$ cat src/rtl/alu_sequencer.sv
// alu_sequencer: initiator side of the ALU operand/control interface.
// Accepts a request and decodes the opcode into the ALU control code.
// Drives registered operands, waits a settle time, then captures the result and flags.
// Returns result/flags/error over a valid/ready response handshake.
module alu_sequencer #(
  parameter int N         = 32,
  parameter int SETTLE    = 1,
  parameter int SETTLE_MD = 4
) (
  input  logic         clk,
  input  logic         rst,
  input  logic         req_valid,
  output logic         req_ready,
  input  logic [2:0]   req_op,
  input  logic [N-1:0] req_a,
  input  logic [N-1:0] req_b,
  output logic         rsp_valid,
  input  logic         rsp_ready,
  output logic [N-1:0] rsp_result,
  output logic         rsp_n,
  output logic         rsp_z,
  output logic         rsp_c,
  output logic         rsp_v,
  output logic         rsp_err,
  output logic [N-1:0] alu_a,
  output logic [N-1:0] alu_b,
  output logic [5:0]   alu_control,
  input  logic [N-1:0] alu_result,
  input  logic         alu_n,
  input  logic         alu_z,
  input  logic         alu_c,
  input  logic         alu_v
);

  localparam int MAX_SETTLE = (SETTLE > SETTLE_MD) ? SETTLE : SETTLE_MD;
  // The counter only ever holds settle-1, so clog2(max) bits suffice.
  localparam int CNT_W      = (MAX_SETTLE > 1) ? $clog2(MAX_SETTLE) : 1;

  typedef enum logic [1:0] {
    S_IDLE,
    S_WAIT,
    S_DONE
  } state_e;

  state_e             state_q, state_d;
  logic [CNT_W-1:0]   cnt_q, cnt_d;
  logic [N-1:0]       alu_a_q, alu_a_d;
  logic [N-1:0]       alu_b_q, alu_b_d;
  logic [5:0]         ctrl_q, ctrl_d;
  logic               pass_flags_q, pass_flags_d;
  logic [N-1:0]       result_q, result_d;
  logic [3:0]         flags_q, flags_d;   // {n, z, c, v}
  logic               err_q, err_d;

  // Opcode decode of the incoming request.
  logic [5:0] dec_code;
  logic       dec_legal;
  logic       dec_md;
  logic       dec_pass;

  // Combinational opcode decode.
  always_comb begin
    // NOTE: every output of a combinational block gets a default first so no latch is inferred.
    dec_code  = 6'b000000;
    dec_legal = 1'b1;
    dec_md    = 1'b0;
    dec_pass  = 1'b0;
    unique case (req_op)
      3'd0:    begin dec_code = 6'b000001; dec_pass = 1'b1; end
      3'd1:    begin dec_code = 6'b000010; dec_pass = 1'b1; end
      3'd2:    begin dec_code = 6'b000100; dec_md = 1'b1; dec_legal = (req_b != '0); end
      3'd3:    begin dec_code = 6'b000101; dec_md = 1'b1; end
      3'd4:    dec_code = 6'b000110;
      3'd5:    dec_code = 6'b000111;
      default: dec_legal = 1'b0;
    endcase
  end

  // Next-state and datapath update for the IDLE -> WAIT -> DONE sequence.
  always_comb begin
    state_d      = state_q;
    cnt_d        = cnt_q;
    alu_a_d      = alu_a_q;
    alu_b_d      = alu_b_q;
    ctrl_d       = ctrl_q;
    pass_flags_d = pass_flags_q;
    result_d     = result_q;
    flags_d      = flags_q;
    err_d        = err_q;
    unique case (state_q)
      S_IDLE: begin
        if (req_valid) begin
          if (!dec_legal) begin
            // Rejected request: report an error without touching the ALU.
            result_d = '0;
            flags_d  = 4'b0000;
            err_d    = 1'b1;
            state_d  = S_DONE;
          end else begin
            alu_a_d      = req_a;
            alu_b_d      = req_b;
            ctrl_d       = dec_code;
            pass_flags_d = dec_pass;
            cnt_d        = dec_md ? CNT_W'(SETTLE_MD - 1) : CNT_W'(SETTLE - 1);
            state_d      = S_WAIT;
          end
        end
      end
      S_WAIT: begin
        if (cnt_q == '0) begin
          result_d = alu_result;
          // Only add/sub update ALU flags; derive N/Z for the rest, C/V cleared.
          flags_d  = pass_flags_q ? {alu_n, alu_z, alu_c, alu_v}
                                  : {alu_result[N-1], (alu_result == '0), 2'b00};
          err_d    = 1'b0;
          ctrl_d   = 6'b000000;
          state_d  = S_DONE;
        end else begin
          cnt_d = cnt_q - CNT_W'(1);
        end
      end
      S_DONE: begin
        if (rsp_ready) state_d = S_IDLE;
      end
      default: state_d = S_IDLE;
    endcase
  end

  // State and datapath registers with asynchronous reset.
  always_ff @(posedge clk or posedge rst) begin
    if (rst) begin
      state_q      <= S_IDLE;
      cnt_q        <= '0;
      alu_a_q      <= '0;
      alu_b_q      <= '0;
      ctrl_q       <= 6'b000000;
      pass_flags_q <= 1'b0;
      result_q     <= '0;
      flags_q      <= 4'b0000;
      err_q        <= 1'b0;
    end else begin
      // NOTE: sequential state uses non-blocking assignments so all registers update together.
      state_q      <= state_d;
      cnt_q        <= cnt_d;
      alu_a_q      <= alu_a_d;
      alu_b_q      <= alu_b_d;
      ctrl_q       <= ctrl_d;
      pass_flags_q <= pass_flags_d;
      result_q     <= result_d;
      flags_q      <= flags_d;
      err_q        <= err_d;
    end
  end

  assign req_ready   = (state_q == S_IDLE);
  assign rsp_valid   = (state_q == S_DONE);
  assign rsp_result  = result_q;
  assign rsp_n       = flags_q[3];
  assign rsp_z       = flags_q[2];
  assign rsp_c       = flags_q[1];
  assign rsp_v       = flags_q[0];
  assign rsp_err     = err_q;
  assign alu_a       = alu_a_q;
  assign alu_b       = alu_b_q;
  assign alu_control = ctrl_q;

endmodule

$ cat config.mk
export PLATFORM = sky130hd
export DESIGN_NAME = alu_sequencer
export DESIGN_NICKNAME = d
export VERILOG_FILES = /design/src/rtl/alu_sequencer.sv
export SDC_FILE = /design/constraint.sdc
export NUM_CORES = 1
export LEC_CHECK = 0
export BUFFER_PORTS_ARGS = -buffer_cell sky130_fd_sc_hd__clkbuf_2
export CORE_AREA = 2 2 99 101
export DETAILED_ROUTE_END_ITERATION = 10
export DIE_AREA = 0 0 101 103
export GPL_TIMING_DRIVEN = 1
export MAX_ROUTING_LAYER = met4
export PLACE_DENSITY_LB_ADDON = 0.15
export SKIP_CTS_REPAIR_TIMING = 1
export SYNTH_ARGS = -nofsm -noshare
export SYNTH_HDL_FRONTEND = slang
export SYNTH_SLANG_ARGS = --single-unit
$ cat constraint.sdc
create_clock -name clk -period 4.85 [get_ports clk]
set_clock_uncertainty 0.05 [all_clocks]
set_input_delay 0.485 -clock clk [delete_from_list [all_inputs] [get_ports clk]]
set_output_delay 0.485 -clock clk [all_outputs]
set_load 0.01 [all_outputs]
==> impl_metrics.tcl <==
set metrics [dict create \
    highest_layer "met4" \
    nets 634 \
    p_per_area_nw_per_um2 559 \
    clock-root-buffer "clkbuf_8" \
    cts_sinks 109 \
    met2_wirelength_um 5220 \
    worst_slew_pin_slew_ns 0.779 \
    worstPathMaxFanout 45 \
    die_h_um 103 \
    synth_top_area_share 0.592 \
    dpl_cell_area_sq_um 5730 \
    peakVddDrop_uv 290 \
    cap_violations 0 \
    clk-insertion-delay-late_ns 0.35 \
    critPathKind "input pin to register" \
    overflow 0 \
    cp.required_ns 5.05 \
    die_w_um 101 \
    synth_area_leaders "dfrtp_1 59%, mux2_4 16%, a22o_1 6.7%, mux2_2 4.6%, nor4_1 2.2%" \
    grt_pass1_vias 3300 \
    fmax_mhz 376 \
    synth_cells 311 \
    cts-buffers-inserted 9 \
    setup_viol 0 \
    avgSynthCellArea_sq_um 14.8 \
    start_util 0.487 \
    cp_common_cell "inv_1" \
    p_leak_nw 3.11 \
    startpoint_type "input pin" \
    tns_ns 0 \
    yosysMostFrequentCell "dfrtp_1" \
    globalplace.congestion 0.805 \
    antennaDiodeCount 0 \
    cts.reportedPaths.clkPinSlew_ns 0.10 \
    synth_ff_type "dfrtp_1" \
    final_max_slew_viol_count 0 \
    routedWlPerCell_um 16.6 \
    num_io_pins 216 \
    max_slew_margin 0.481 \
    hold_viol 0 \
    track_usage 0.207 \
    met3_length_um 658 \
    syn_to_final_growth_pct 28.7 \
    yosysSeqAreaShare 0.592 \
    cts_max_path_buffers 2 \
    viasPerCell 5.21 \
    grt_pass1_wl_um 16200 \
    grt_antenna_before_repair 0 \
    drt-pass1-iter-count 4 \
    synthTopCellsByCount "109 x dfrtp_1, 50 x mux2_4, 35 x a22o_1, 19 x mux2_2, 16 x nor4_1" \
    vias 3339 \
    outcome "completed" \
    die-area_sq_um 10400 \
    drt_iter0_markers 113 \
    ant_nets 0 \
    cp_slowest_cell "buf_4" \
    io_buffers 212 \
    routed_wl_um 10600 \
    netlist_area_sq_um 4610 \
    synth-async-reset-ratio 1.00 \
    dp.cells 625 \
    fin_crit_ns 2.66 \
    min_path_type "input pin to async pin" \
    synthDistinctLibCells 32 \
    core_area_sq_um 9460 \
    cts_tree "yes" \
    rows 36 \
    grt_max_degree 60 \
    critPathArrivalTime_ns 2.86 \
    ys_warn_count 0 \
    rsz0062_at_grt "no" \
    drive_gt1_frac 0.577 \
    finalNonFillerCells 641 \
    hpwl_um 7780 \
    crit_path_end_kind "register" \
    crit_chain "clkbuf_2 > inv_1 > ha_1 > inv_1 > a21oi_1 > o31a_1 > nor3b_2 > buf_4 > mux2_2" \
    nFillCells 770 \
    yosysTopAreaCell "dfrtp_1" \
    drc_errors 0 \
    total_power_mw 3.32 \
    post-route-cell-area_sq_um 5930 \
    slowest_delay_ns 0.65 \
    wl_met1_um 4620 \
    ys_ff_latch 109 \
    synth-edff-count 0 \
    fin_crit_sh 0.549 \
    htree_levels 3 \
]
==> final cells by class <==
cell class | count | area [sq um] | area share
flip-flops and latches | 109 | 2730 | 0.460
multi-input cells | 176 | 1730 | 0.292
repair buffers | 216 | 1090 | 0.184
well taps | 114 | 143 | 0.0241
clock buffers | 10 | 128 | 0.0215
clock inverters | 6 | 71.3 | 0.0120
inverters | 10 | 40.0 | 0.00675
==> worst paths after layout <==
kind	from	to	slack, ns	cells after the start
hold / removal	rst	rsp_result[27]	0.14	2
setup reg to reg	state_q[1]	alu_a[7]	2.63	5
setup / recovery	req_op[1]	alu_a[7]	2.19	9
min in group clk	req_a[3]	alu_a[3]	0.30	2
hold reg to reg	rsp_result[7]	rsp_result[7]	0.46	1
max in group asynchronous	rst	alu_b[26]	3.44	3
==> power breakdown <==
| group | total [mW] | internal, mW | leakage (nW) | switching, mW |
|---|---|---|---|---|
| registers | 1.48 | 1.26 | 1.37 | 0.218 |
| clock network | 0.552 | 0.245 | 0.0988 | 0.307 |
| logic | 1.29 | 0.705 | 1.64 | 0.585 |
| total | 3.32 | 2.21 | 3.11 | 1.11 |
==> registers in the layout, indices dropped and copies added, names as in the netlist <==
signal	count
flags_q	4
state_q	2
rsp_err	1
pass_flags_q	1
rsp_result	32
cnt_q	2
alu_b	32
alu_a	32
alu_control	3
==> cells in the final DEF, fill, tap and decap left out, drive strengths merged, types with 2 or more instances in the layout <==
cell    instances
nand2           9
a21oi           6
nor3            6
nand4           3
mux2           69
inv            12
clkbuf        222
dfrtp         109
o21ai           5
nor4           16
clkinv          2
nor2b           2
buf             4
conb            3
nor2            3
a32o            2
ha              5
a22o           35
==> kinds of logic after synthesis <==
family | share of synthesized area
AOI/OAI and AO/OA | 0.0953
and+or+nand+nor | 0.0524
adders and majority gates | 0.0136
muxes | 0.209
DFF | 0.592
buffers and inverters | 0.0364
other | 0.000814
==> worst max-delay path: cells and delay by family <==
kind / cells / cell delay, ns
buffers and inverters: 4 / 0.97
and+or+nand+nor: 1 / 0.24
muxes: 1 / 0.41
AOI/OAI and AO/OA: 2 / 0.50
adders and majority gates: 1 / 0.21
==> through the flow <==
step / hold WS, ns / setup WS (ns) / utilization
after CTS: 0.138 / 2.24 / 0.627
after floorplan: 0.406 / 1.44 / -
after global routing: 0.175 / 2.07 / 0.627
after detailed placement: 0.431 / 1.86 / 0.606
after global placement: 0.425 / 1.97 / 0.606
final: 0.135 / 2.19 / 0.627
==> layer usage <==
| metal | vias to the layer above | global-route usage |
|---|---|---|
| met5 | - | - |
| met3 | 11 | 0.0542 |
| met2 | 132 | 0.336 |
| li1 | 1571 | - |
| met4 | 0 | 0.0520 |
| met1 | 1625 | 0.262 |
Note: power is estimated with default switching activity, not from simulation.
